[src/rtl/wb_scoreboard.sv]
// wb_scoreboard: tracks outstanding destination-register writes from issue to
// writeback with per-register counters. It stalls decode on RAW hazards and
// arbitrates NUM_WB writeback requesters onto the single register-file write port.
// Optional feature macro: WB_SCOREBOARD_BYPASS_EN adds same-cycle writeback
// bypass outputs and lets decode proceed during the retire cycle.
module wb_scoreboard #(
   parameter int NUM_WB     = 2,
   parameter int NUM_REGS   = 32,
   parameter int ADDR_W     = 5,
   parameter int DATA_WIDTH = 32,
   parameter int MAX_PEND   = 3,
   parameter int ARB_RR     = 0
) (
   input  logic                         clk,
   input  logic                         rst,
   input  logic                         issue_valid,
   input  logic [ADDR_W-1:0]            issue_rd,
   output logic                         issue_ready,
   input  logic [ADDR_W-1:0]            rs1_addr,
   input  logic [ADDR_W-1:0]            rs2_addr,
   output logic                         stall,
   input  logic                         flush,
   input  logic [NUM_WB-1:0]            wb_req,
   input  logic [NUM_WB*ADDR_W-1:0]     wb_addr,
   input  logic [NUM_WB*DATA_WIDTH-1:0] wb_data,
   output logic [NUM_WB-1:0]            wb_resp,
   output logic                         rf_we,
   output logic [ADDR_W-1:0]            rf_waddr,
   output logic [DATA_WIDTH-1:0]        rf_wdata,
`ifdef WB_SCOREBOARD_BYPASS_EN
   output logic                         rs1_byp_valid,
   output logic                         rs2_byp_valid,
   output logic [DATA_WIDTH-1:0]        rs1_byp_data,
   output logic [DATA_WIDTH-1:0]        rs2_byp_data,
`endif
   output logic                         pending_any
);

   localparam int CNT_W = $clog2(MAX_PEND + 1);
   localparam int PTR_W = (NUM_WB > 1) ? $clog2(NUM_WB) : 1;
   localparam logic [CNT_W-1:0] MAX_CNT = CNT_W'(MAX_PEND);

   // Register 0 is hard-wired zero, so it has no counter at all.
   logic [CNT_W-1:0]  r_pend [1:NUM_REGS-1];
   logic [PTR_W-1:0]  r_rr_ptr;

   logic              w_grant;
   logic [PTR_W-1:0]  w_gidx;
   logic [PTR_W-1:0]  w_ptr_nxt;
   logic [ADDR_W-1:0] w_gaddr;
   logic [CNT_W-1:0]  w_cnt_rd;
   logic [CNT_W-1:0]  w_cnt_rs1;
   logic [CNT_W-1:0]  w_cnt_rs2;
   logic [CNT_W-1:0]  w_cnt_wb;
   logic              w_any;
   logic              w_inc;
   logic              w_dec;
   logic              w_haz1;
   logic              w_haz2;

   // Pick the winning writeback requester (fixed priority or round-robin from r_rr_ptr).
   always_comb begin
      // NOTE: every always_comb output gets a default first so no path can infer a latch.
      w_grant = 1'b0;
      w_gidx  = '0;
      if (ARB_RR == 0) begin
         for (int i = NUM_WB - 1; i >= 0; i--) begin
            if (wb_req[i]) begin
               w_grant = 1'b1;
               w_gidx  = PTR_W'(i);
            end
         end
      end else begin
         for (int k = NUM_WB - 1; k >= 0; k--) begin
            if (wb_req[(int'(r_rr_ptr) + k) % NUM_WB]) begin
               w_grant = 1'b1;
               w_gidx  = PTR_W'((int'(r_rr_ptr) + k) % NUM_WB);
            end
         end
      end
      // Reset suppresses the write in the cycle it is asserted.
      if (rst) w_grant = 1'b0;
   end

   assign w_gaddr   = wb_addr[w_gidx*ADDR_W +: ADDR_W];
   assign w_ptr_nxt = (w_gidx == PTR_W'(NUM_WB - 1)) ? '0 : w_gidx + 1'b1;
   assign rf_we     = w_grant;
   assign rf_waddr  = w_grant ? w_gaddr : '0;
   assign rf_wdata  = w_grant ? wb_data[w_gidx*DATA_WIDTH +: DATA_WIDTH] : '0;
   assign wb_resp   = w_grant ? (NUM_WB'(1) << w_gidx) : '0;

   // Look up the counters addressed by issue, both sources and the writeback; x0 reads zero.
   always_comb begin
      w_cnt_rd  = '0;
      w_cnt_rs1 = '0;
      w_cnt_rs2 = '0;
      w_cnt_wb  = '0;
      w_any     = 1'b0;
      for (int r = 1; r < NUM_REGS; r++) begin
         if (issue_rd == ADDR_W'(r)) w_cnt_rd  = r_pend[r];
         if (rs1_addr == ADDR_W'(r)) w_cnt_rs1 = r_pend[r];
         if (rs2_addr == ADDR_W'(r)) w_cnt_rs2 = r_pend[r];
         if (rf_waddr == ADDR_W'(r)) w_cnt_wb  = r_pend[r];
         if (r_pend[r] != '0)        w_any     = 1'b1;
      end
   end

   assign issue_ready = (issue_rd == '0) || (w_cnt_rd < MAX_CNT);
   assign pending_any = w_any;
   assign w_inc       = issue_valid && issue_ready && (issue_rd != '0);
   assign w_dec       = w_grant && (rf_waddr != '0) && (w_cnt_wb != '0);
   assign w_haz1      = (rs1_addr != '0) && (w_cnt_rs1 != '0);
   assign w_haz2      = (rs2_addr != '0) && (w_cnt_rs2 != '0);

`ifdef WB_SCOREBOARD_BYPASS_EN
   // Forward the retiring value when it is the last outstanding write to a source.
   always_comb begin
      rs1_byp_valid = rf_we && (rs1_addr != '0) && (rf_waddr == rs1_addr) && (w_cnt_rs1 == CNT_W'(1));
      rs2_byp_valid = rf_we && (rs2_addr != '0) && (rf_waddr == rs2_addr) && (w_cnt_rs2 == CNT_W'(1));
      rs1_byp_data  = rs1_byp_valid ? rf_wdata : '0;
      rs2_byp_data  = rs2_byp_valid ? rf_wdata : '0;
      stall         = (w_haz1 && !rs1_byp_valid) || (w_haz2 && !rs2_byp_valid);
   end
`else
   assign stall = w_haz1 || w_haz2;
`endif

   // Advance the round-robin pointer past each winner and update the pending counters.
   always_ff @(posedge clk or posedge rst) begin
      if (rst) begin
         r_rr_ptr <= '0;
         // NOTE: the counters are state that must read zero after reset, so this array is reset (unlike a data RAM).
         for (int r = 1; r < NUM_REGS; r++) r_pend[r] <= '0;
      end else begin
         // NOTE: sequential state uses non-blocking assignments so every register samples pre-edge values.
         if (w_grant) r_rr_ptr <= w_ptr_nxt;
         for (int r = 1; r < NUM_REGS; r++) begin
            if (flush) begin
               r_pend[r] <= '0;
            end else if (w_inc && (issue_rd == ADDR_W'(r)) &&
                         !(w_dec && (rf_waddr == ADDR_W'(r)))) begin
               r_pend[r] <= r_pend[r] + 1'b1;
            end else if (w_dec && (rf_waddr == ADDR_W'(r)) &&
                         !(w_inc && (issue_rd == ADDR_W'(r)))) begin
               r_pend[r] <= r_pend[r] - 1'b1;
            end
         end
      end
   end

endmodule

[config.mk]
export PLATFORM = sky130hd
export DESIGN_NAME = wb_scoreboard
export DESIGN_NICKNAME = d
export VERILOG_FILES = /design/src/rtl/wb_scoreboard.sv
export SDC_FILE = /design/constraint.sdc
export NUM_CORES = 1
export LEC_CHECK = 0
export BUFFER_PORTS_ARGS = -buffer_cell sky130_fd_sc_hd__buf_2
export CORE_MARGIN = 2
export CORE_UTILIZATION = 30
export CTS_CLUSTER_DIAMETER = 40
export DETAILED_ROUTE_END_ITERATION = 10
export MAX_ROUTING_LAYER = met4
export PLACE_DENSITY = 0.45
export SETUP_SLACK_MARGIN = 0.05
export SYNTH_ARGS = -nofsm -noshare
export SYNTH_HDL_FRONTEND = slang
export SYNTH_SLANG_ARGS = --single-unit
[constraint.sdc]
create_clock -name clk -period 4.5 [get_ports clk]
set_clock_uncertainty 0.05 [all_clocks]
set_input_delay 0.675 -clock clk [delete_from_list [all_inputs] [get_ports clk]]
set_output_delay 0.675 -clock clk [all_outputs]
set_load 0.01 [all_outputs]
Word level (Yosys, flattened, before mapping)
Index checks and enable logic that the tools add are counted.
Widths: inputs -> output; s select.
{ "word_totals": {"ff_bits": 62, "inputBits": 95, "output_inout_bits": 43, "wordCells": 741} }
{ "classes": {"n_addsub": 62, "n_mul": 1, "n_lt_le_gt_ge": 1, "eq_ne": 124, "shifts": 3, "n_mux": 255, "reduce_logical": 264} }
{ "ops": {"columns": ["operator", "n"], "rows": [
  ["$mux 2", 218],
  ["$eq 5x5->1 const B", 64],
  ["$eq 5x4->1 const B", 32],
  ["$logic_and 1x1->1", 130],
  ["$reduce_bool 3->1", 31],
  ["$eq 5x3->1 const B", 16],
  ["$reduce_bool 2->1", 34],
  ["$shiftx 64x7->32", 1],
  ["$add 2x1->2 const B", 31],
  ["$logic_not 1->1", 62],
  ["$sub 2x1->2 const B", 31],
  ["$eq 5x2->1 const B", 8],
  ["$mux 1", 35],
  ["$mux 32", 1],
  ["$eq 5x1->1 const B", 4],
  ["$reduce_bool 5->1", 4],
  ["$shiftx 10x5->5", 1],
  ["$logic_not 5->1", 1],
  ["$mux 5", 1],
  ["$mul 1x3->4 const B", 1],
  ["$logic_or 1x1->1", 2],
  ["$lt 2x2->1 const B", 1],
  ["$shl 1x1->2 const A", 1]
]} }

Depth between registers and ports, before layout
Gate-level depths: netlist of run 1.
{ "depth": {"word_depth": 44, "ltp_mapped": 16, "ltp_nobuf": 10} }

Worst setup path before layout of run 1
Ideal clock, no wire load.
{ "synth_path": {"kind": "input to register", "start": "input port rst", "end": "register r_pend[60] in the netlist's numbering", "setup_time_ns": 0.135, "arrival_ns": 4.602, "required_time_ns": 4.315, "slack_ns": -0.287, "cell_stages": 12, "n_path_buf": 3, "path_cell_list": "clkinv_1 o21ai_4 inv_2 buf_6 buf_4 a211oi_1 a211oi_1 o311a_1 o32ai_1 buf_4 o211ai_1 nor3b_1"} }
{ "synth_between": {"elab_chain_len": 41, "word_cells_on_any_way": 75, "cone_classes": "eq/ne: 31; mux: 35; reduce/logical: 9"} }
{ "synth_lines": {"columns": ["element", "line", "rtl"], "rows": [
  ["start: declaration", "15", "input logic rst,"],
  ["$mux 1 (*)", "82", "if (rst) w_grant = 1'b0;"],
  ["$mux 5 (*)", "88", "assign rf_waddr = w_grant ? w_gaddr : '0;"],
  ["net rf_waddr[1]", "28", "output logic [ADDR_W-1:0] rf_waddr,"],
  ["$eq 5x1->1", "103, 141, 143", null],
  ["$mux 2 (31 in series)", "103", "if (rf_waddr == ADDR_W'(r)) w_cnt_wb = r_pend[r];"],
  ["$reduce_bool 2->1", "111", "assign w_dec = w_grant && (rf_waddr != '0) && (w_cnt_wb != '0);"],
  ["$logic_and 1x1->1", "111", null],
  ["$logic_and 1x1->1 (*)", "141, 143", null],
  ["$logic_not 1->1", "141", "!(w_dec && (rf_waddr == ADDR_W'(r)))) begin"],
  ["$logic_and 1x1->1", "140", "end else if (w_inc && (issue_rd == ADDR_W'(r)) &&"],
  ["$mux 2", "140", null],
  ["$mux 2", "138", "if (flush) begin"],
  ["end signal: indexed assignment", "142", "r_pend[r] <= r_pend[r] + 1'b1;"],
  ["end signal: indexed assignment", "145", "r_pend[r] <= r_pend[r] - 1'b1;"],
  ["end: declaration", "44", "logic [CNT_W-1:0] r_pend [1:NUM_REGS-1];"]
]} }
The timed path passes the listed nets; every way through them passes the cells marked *.
A chain may end at the register's enable or synchronous reset.

Final worst setup path of run 1
{ "layout_path": {"start": "input port rs2_addr[0]", "end": "output port stall"} }
{ "layout_between": {"elab_chain_len": 35, "word_cells_on_any_way": 66, "cone_classes": "eq/ne: 31; mux: 31; reduce/logical: 4"} }
{ "layout_lines": {"columns": ["element", "line", "rtl"], "rows": [
  ["start: declaration", "20", "input logic [ADDR_W-1:0] rs2_addr,"],
  ["$eq 5x1->1", "102", "if (rs2_addr == ADDR_W'(r)) w_cnt_rs2 = r_pend[r];"],
  ["$mux 2 (31 in series)", "102", null],
  ["$reduce_bool 2->1", "113", "assign w_haz2 = (rs2_addr != '0) && (w_cnt_rs2 != '0);"],
  ["$logic_and 1x1->1 (*)", "113", null],
  ["$logic_or 1x1->1 (*)", "125", "assign stall = w_haz1 || w_haz2;"],
  ["end: declaration", "21", "output logic stall,"]
]} }
Every way passes the cells marked *; elsewhere a longest branch is shown, timed or not.

==> results_dict.tcl, run 1 <==
set metrics [dict create \
    status "finished, violations left" \
    violations "DRC" \
    crit_path_end_kind "output pin" \
    p_int_mw 1.29 \
    placed_cell_area_um2 9160 \
    stdcell_count 1532 \
    initial_core_util 0.306 \
    areaGrowthSynthToFinish_pct 18.7 \
    finalMaxSlewViolations 0 \
    pwr-share-seq 0.295 \
    worstPathMaxFanout 28 \
    wl_um 41800 \
    r2r_slack_ps 1010 \
    tns_ps 0 \
    initialDrtViolationCount 916 \
    vias 9726 \
    setup_viol 0 \
    combPwrFrac 0.294 \
    rsz0062_at_grt "false" \
    start_kind "input port" \
    synth.top_cells.by_area "dfrtp_1, o21ai_0, a21oi_1" \
    avgSynthCellArea_um2 7.37 \
    n_antenna_cell 0 \
    coreArea_um2 26100 \
    dr.pass1.iters 10 \
    postCtsSetupRepairBufs 0 \
    clock_latency_ps 350 \
    yosysTopAreaCell "dfrtp_1" \
    cts_resized 0 \
    multi_input_area_um2 5880 \
    regArea_um2 1550 \
    antenna_found_initial 0 \
    route.detailed.drc 1 \
    drive_above_1_share 0.222 \
    critPathArrivalTime_ps 3190 \
    net-switching-power_mw 0.681 \
    io-pin-count 138 \
    grt_first_pass_wirelength_um 61400 \
    regMostFlops "r_pend" \
    ctsHoldBuffers 0 \
    synth.yosys.seq_area_share 0.194 \
    synthCells 1085 \
    place.gp.congestion 1.03 \
    dieHeight_um 167 \
    overflow 0 \
    hpwl_um 31500 \
    tightest_slew_ps 988 \
    grt_usage 0.303 \
    ys_ff_latch 62 \
    reg2reg_depth 10 \
    numCtsBuffers 9 \
    sw_frac_of_total 0.345 \
    synthTopCellsByCount "nor2_1, o21ai_0, nand2_1" \
    reg_top3 "r_pend x62" \
    r2r_start "r_pend[0]" \
    grt_pass1_vias 9226 \
    clock-sinks 62 \
    clkTransAtPathRegs_ps 60 \
    p_clk_frac 0.410 \
    cts-root-buf "clkbuf_16" \
    reg2reg_to "r_pend[16]" \
    yosys.area.top_type_share 0.194 \
    wl_per_cell_um 27.3 \
    criticalPathCategory "in -> out" \
    portBuffers 137 \
    row_count 59 \
    finalHoldViolCount 0 \
    largest_reg_flops 62 \
    fin_area_um2 9490 \
    min_path_type "in -> async" \
    maxCapViolations 0 \
    grt_max_degree 57 \
    die_w_um 167 \
    clockBufferDepth 2 \
    synth_edf_count 0 \
    fillers 2849 \
    antenna_left 0 \
    fmax_ghz 0.255 \
    ys.flop_type "dfrtp_1" \
    vdd_ir_drop_max_v 0.000117 \
    netlist_area_um2 7990 \
    dpl.cell_count 1516 \
    dieArea_um2 28000 \
    fin_nets 1287 \
    yosysWarnings 0 \
    finalCriticalPeriod_ps 3920 \
    cts_tree "yes" \
    leakage_nw 3.94 \
    vias_per_cell 6.35 \
    max_slew_margin 0.338 \
    async_flop_share 1.00 \
    required_ps 3770 \
    htreeDepth 3 \
    fin_crit_sh 0.871 \
    yosysUniqueCellTypes 91 \
    syn_nets 1180 \
    post-synth-top-count-cell "nor2_1" \
    powerDensity_nw_per_um2 208 \
]
## worst max-delay path, cell delays in order
cell and delay, ps:
buf_2 430, mux2_2 400, a221o_1 310, o211ai_1 100
a21oi_1 90, o22a_1 230, o31ai_1 250, a31oi_1 120
a311oi_1 290, o211ai_1 140, buf_2 160
## area by class of cell
cell class,count,area share
Multi-Input combinational cell,891,0.620
Sequential cell,62,0.164
Timing Repair Buffer,203,0.127
Tap cell,335,0.0442
Clock buffer,11,0.0266
Inverter,25,0.0100
Clock inverter,5,0.00857
## cells by family after synthesis
kind of cell / after synthesis / synth area share
buf+inv: 132 / 0.0709
mux: 52 / 0.0695
flops: 62 / 0.194
xor+xnor: 27 / 0.0296
compound gates: 391 / 0.346
simple gates: 421 / 0.290
## power by group through the flow
stage,sequential [mW],combinational [mW],clock [mW]
after global routing,0.581,0.625,0.849
after CTS,0.581,0.575,0.821
after detailed placement,0.591,0.573,0
final,0.582,0.581,0.810
after floorplan,0.576,0.351,0
after global placement,0.591,0.575,0
## routing by layer
metal  vias up  global-route usage  share of wire
li1       4385                   -              -
met1      4728               0.387           0.42
met2       504               0.477           0.45
met3       109              0.0395          0.074
met4         0               0.139          0.050
met5         -                   -              0
## stage by stage
stage                     total power, mW  utilization  hold slack (ps)  setup slack [ps]
after CTS                            1.98        0.363              507               601
after global routing                 2.06        0.363              555               378
after global placement               1.17        0.350              506               274
after floorplan                     0.926            -              470               671
after detailed placement             1.16        0.350              513               266
final                                1.97        0.363              511               582
## worst max path at each step
stage,depth (start not counted),slack [ps],to,start
finish,11,580,stall,rs2_addr[0]
detailed placement,10,270,r_pend[38],issue_rd[4]
CTS,11,600,stall,rs2_addr[0]
global placement,10,270,r_pend[38],issue_rd[4]
global route,10,380,issue_ready,issue_rd[1]
floorplan,12,670,r_pend[60],rst
## cell usage in the layout, fill, tap and decap left out, types with 14 or more instances in the layout
master	synthesis	final
nor2b_1	19	18
nand2b_1	19	19
nor3_1	37	37
nor2_1	79	79
mux2_2	18	18
a21oi_1	69	69
nand2_1	75	75
buf_4	4	64
or3_1	21	21
and3_1	21	21
and2_1	15	15
nand4_1	16	16
a31oi_1	16	16
inv_1	21	21
o22ai_1	21	21
nand3_1	22	22
o21ai_0	78	78
xnor2_1	24	24
mux2i_1	33	33
a22oi_1	14	14
dfrtp_1	62	62
nand3b_1	17	17
a22o_1	35	35
o31ai_1	15	15
buf_2	24	137
nor4_1	23	23
Power figures use the tool's default switching activity.
==> inputs of run 2 (changes only) <==
Settings changed: ABC_AREA set to 1.
==> results_dict.tcl, run 2 <==
set metrics [dict create \
    finalHoldViolCount 0 \
    grt_first_pass_wirelength_um 55800 \
    setup_viol 0 \
    regMostFlops "r_pend" \
    finalCriticalPeriod_ps 4150 \
    dr.pass1.iters 6 \
    rsz0062_at_grt "true" \
    finalMaxSlewViolations 0 \
    post-route-worst-setup-slack_ps 351 \
    place_ws_ps 218 \
    cp.buffers_inverters 3 \
    fin_crit_sh 0.922 \
    r2r_start "r_pend[53]" \
    areaGrowthSynthToFinish_pct 19.1 \
    grt_usage 0.268 \
    synthTopCellsByCount "nand2_1, inv_1, nor2_1" \
    worstPathMaxFanout 4 \
    yosys.area.top_type_share 0.196 \
    powerDensity_nw_per_um2 282 \
    max_slew_margin 0.310 \
    synth.yosys.seq_area_share 0.196 \
    yosysWarnings 0 \
    layout_commonest_cell "nand2_1" \
    antenna_found_initial 0 \
    place.gp.congestion 0.995 \
    netlist_area_um2 7900 \
    r2r_slack_ps 990 \
    die_w_um 166 \
    ys.flop_type "dfrtp_1" \
    status "complete, no violations" \
    initial_core_util 0.304 \
    reg2reg_depth 31 \
    clock-sinks 62 \
    wl_per_cell_um 19.0 \
    yosysUniqueCellTypes 38 \
    vias 10200 \
    initialDrtViolationCount 956 \
    pwr-share-seq 0.335 \
    yosysTopAreaCell "dfrtp_1" \
    maxCapViolations 0 \
    p_clk_frac 0.261 \
    reg2reg_to "r_pend[32]" \
    grt_pass1_vias 9334 \
    clock_latency_ps 350 \
    largest_reg_flops 62 \
    reg_top3 "r_pend x62" \
    numCtsBuffers 9 \
    antenna_left 0 \
    n_antenna_cell 0 \
    row_count 59 \
    critPathTopFamily "simple AND/OR/NAND/NOR gates" \
    ys_ff_latch 62 \
    synth_edf_count 0 \
    clkTransAtPathRegs_ps 50 \
    drive_above_1_share 0.145 \
    cts_tree "yes" \
    post-synth-top-count-cell "nand2_1" \
    io-pin-count 138 \
    coreArea_um2 26000 \
    final_cell_mix "nand2_1, inv_1, nor2_1" \
    tightest_slew_ps 1030 \
    async_flop_share 1.00 \
    grt_max_degree 55 \
    crit_path_end_kind "output pin" \
    vias_per_cell 5.31 \
    start_kind "input port" \
    avgSynthCellArea_um2 5.39 \
    htreeDepth 3 \
    synthCells 1465 \
    critPathArrivalTime_ps 3420 \
    dieHeight_um 166 \
    vdd_ir_drop_max_v 0.000157 \
    criticalPathCategory "in -> out" \
    hpwl_um 29100 \
    route.detailed.drc 0 \
    clockBufferDepth 2 \
    fmax_ghz 0.241 \
    net-switching-power_mw 1.24 \
    cts-root-buf "clkbuf_16" \
    min_path_type "in -> async" \
    overflow 0 \
    critPathMaxStageDelay_ps 310 \
    syn_nets 1560 \
    p_int_mw 1.41 \
    wl_um 36500 \
    fin_nets 1685 \
    required_ps 3770 \
    portBuffers 137 \
    sw_frac_of_total 0.469 \
    tns_ps 0 \
    combPwrFrac 0.404 \
    synth.top_cells.by_area "dfrtp_1, nand2_1, inv_1" \
    leakage_nw 4.91 \
    crit_slowest_cell "a221oi_2" \
    dieArea_um2 27600 \
    crit_top_cell "nand2_1" \
]
## run 2: cell count changes in the layout (fill, tap and decap cells not counted), moves of 21 or more
| cell | change |
|---|---|
| nand2_1 | +324 |
| inv_1 | +222 |
| nand3_1 | +140 |
| nor2_1 | +130 |
| nand4_1 | +93 |
| a21oi_1 | -47 |
| o21ai_0 | -47 |
| o21ai_1 | +37 |
| mux2i_1 | -32 |
| buf_4 | -29 |
| xnor2_1 | -24 |
| and3_1 | -21 |
| or3_1 | -21 |
## run 2: worst max-delay path by stage
stage | slack [ps] | endpoint | cells past startpoint | start
floorplan | 350 | r_pend[43] | 31 | rst
global placement | 180 | stall | 27 | rs1_addr[0]
detailed placement | 220 | stall | 27 | rs1_addr[0]
CTS | 220 | stall | 27 | rs1_addr[0]
global route | -10 | stall | 30 | rs1_addr[1]
finish | 350 | stall | 26 | rs2_addr[0]
## run 2: kinds of logic (layout without fill, tap and decap cells)
group | count (synthesis) | after routing | share of synthesized area
simple gates | 935 | 935 | 0.524
compound gates | 154 | 154 | 0.123
flops | 62 | 62 | 0.196
buf+inv | 312 | 440 | 0.154
xor+xnor | 1 | 1 | 0.00111
mux | 1 | 1 | 0.00127
## run 2: routing by layer
metal	GRT usage	vias up	routed length [um]
met5	-	-	0
met2	0.418	386	16600
li1	-	5014	-
met1	0.363	4765	16600
met4	0.0772	0	995
met3	0.0357	67	2390
## run 2: what timing repair did
item                       in CTS  in global routing
setup endpoints to repair       0                  1
gates resized for setup         0                 46
hold buffers                    0                  0
setup buffers                   0                  2
## run 2: through the flow
stage	cell area (um^2)	instances	total power, mW	util	hold slack [ps]
final	9410	1928	2.66	0.362	435
after detailed placement	8980	1912	1.94	0.346	490
after global routing	9410	1928	2.84	0.362	492
after floorplan	7900	1465	1.50	-	459
after global placement	8980	1912	1.93	0.346	491
after CTS	9250	1926	2.64	0.356	463
## run 2: layout make-up
cell class | instances | area (um^2)
Timing Repair Buffer | 170 | 976
Fill cell | 2981 | 16600
Sequential cell | 62 | 1550
Multi-Input combinational cell | 1091 | 5220
Clock inverter | 1 | 5.00
Inverter | 256 | 966
Tap cell | 335 | 419
Clock buffer | 13 | 270
## run 2: power by group through the flow
stage / logic, mW / registers (mW) / clock network, mW
floorplan: 0.740 / 0.764 / 0
global placement: 1.04 / 0.898 / 0
detailed placement: 1.04 / 0.893 / 0
CTS: 1.05 / 0.884 / 0.706
global route: 1.21 / 0.904 / 0.731
finish: 1.07 / 0.891 / 0.693
## run 2: worst reg2reg max path, delay by kind of cell (launching register included)
family                 cells  cell delay [ps]
buffers and inverters      2              580
and+or+nand+nor           28             2230
AOI/OAI and AO/OA          1               60
DFF                        1              490
==> inputs of run 3 (changes only) <==
Settings changed: CORE_MARGIN 2 to unset.
Clock period 4.5 ns to 5.3 ns, I/O delays scaled along.
==> results_dict.tcl, run 3 (same netlist as run 2, synthesis figures left out) <==
set metrics [dict create \
    final_cell_mix "nand2_1, inv_1, nor2_1" \
    power.total_mw 2.28 \
    route.detailed.drc 2 \
    leakage_nw 4.79 \
    setup.worst_path.start "rs1_addr[0]" \
    finalHoldViolCount 0 \
    min_path_type "reg -> reg" \
    regMostFlops "r_pend" \
    grt_pass1_vias 8947 \
    largest_reg_flops 62 \
    post-route-worst-setup-slack_ps 462 \
    vias 9932 \
    finalMaxSlewViolations 0 \
    wl_um 36000 \
    vdd_ir_drop_max_v 0.000175 \
    rsz0062_at_grt "false" \
    crit_top_cell "nand2_1" \
    antenna_found_initial 0 \
    numCtsBuffers 9 \
    r2r_slack_ps 1540 \
    min_from "r_pend[5]" \
    fin_hold_ws_ps 496 \
    layout_commonest_cell "nand2_1" \
    portBuffers 137 \
    fin_nets 1665 \
    finalCriticalPeriod_ps 4840 \
    whs_path_depth 2 \
    crit_path_end_kind "output pin" \
    die_w_um 164 \
    grt_first_pass_wirelength_um 54000 \
    cts_resized 0 \
    crit_slowest_cell "nor2_1" \
    status "finished, violations left" \
    required_ps 4450 \
    n_antenna_cell 0 \
    min_to "r_pend[5]" \
    row_count 59 \
    postCtsSetupRepairBufs 0 \
    violations "DRC" \
    place.gp.congestion 0.960 \
    hpwl_um 28800 \
    max_slew_margin 0.295 \
    clkTransAtPathRegs_ps 60 \
    cts-root-buf "clkbuf_16" \
    antenna_left 0 \
    initial_core_util 0.305 \
    fin_crit_sh 0.913 \
    wl_per_cell_um 18.8 \
    dr.pass1.iters 9 \
    grt_max_degree 56 \
    maxCapViolations 0 \
    place_ws_ps 527 \
    reg2reg_depth 32 \
    final_core_util 0.354 \
    fmax_ghz 0.207 \
    critPathMaxStageDelay_ps 290 \
    vias_per_cell 5.20 \
    critPathArrivalTime_ps 3990 \
    areaGrowthSynthToFinish_pct 16.0 \
    io-pin-count 138 \
    grt_usage 0.277 \
    clock_latency_ps 350 \
    dieArea_um2 27000 \
    start_kind "input port" \
    reg2reg_to "r_pend[6]" \
    ctsHoldBuffers 0 \
    overflow 0 \
    r2r_start "r_pend[59]" \
    setup_viol 0 \
    dieHeight_um 164 \
    drive_above_1_share 0.122 \
    reg_top3 "r_pend x62" \
    coreArea_um2 25900 \
    cts_tree "yes" \
    tightest_slew_ps 1060 \
    clock-sinks 62 \
    clockBufferDepth 2 \
    worstPathMaxFanout 7 \
    tns_ps 0 \
    htreeDepth 3 \
    powerDensity_nw_per_um2 249 \
    initialDrtViolationCount 985 \
    criticalPathCategory "in -> out" \
]
==> run 3: cell count changes in the layout (fill, tap and decap cells not counted), moves of 4 or more <==
cell,delta
o21ai_1,-4
nor2_4,-4
o21ai_0,+5
nor2_1,+6
buf_2,+6
buf_4,-22
==> run 3: through the flow <==
step	instances	instance area, um^2
3_5_place_dp	1894	8840
6_report	1910	9160
2_1_floorplan	1465	7900
4_1_cts	1910	9160
5_1_grt	1910	9160
3_3_place_gp	1894	8840
==> run 3: final cells by class <==
cell class / instances / area (um^2)
fillers: 2954 / 16800
multi-input cells: 1091 / 5130
clock inverters: 4 / 70.1
clock buffers: 12 / 246
flip-flops and latches: 62 / 1550
well taps: 335 / 419
inverters: 256 / 961
repair buffers: 150 / 783
==> run 3: routing by layer <==
layer | global-route usage | share of wire | wire [um]
met5 | - | 0 | 0
met4 | 0.0859 | 0.031 | 1110
met3 | 0.0316 | 0.045 | 1610
met2 | 0.427 | 0.45 | 16200
met1 | 0.377 | 0.47 | 17100
==> run 3: worst max path at each step <==
stage | slack (ps) | endpoint
2_1_floorplan | 1030 | r_pend[43]
5_1_grt | 80 | stall
6_report | 460 | stall
3_3_place_gp | 460 | stall
3_5_place_dp | 530 | stall
4_1_cts | 510 | stall
==> run 3: worst max-delay path: cells and delay by family <==
family          cells  cell delay [ps]
buf+inv             4              540
compound gates      7             1050
simple gates       16             1600
==> run 3: power breakdown <==
group          leakage (nW)  switching [mW]  internal, mW
Combinational          3.85           0.612         0.267
Clock                 0.157           0.239         0.424
Sequential            0.793           0.185         0.557
Total                  4.79            1.04          1.25
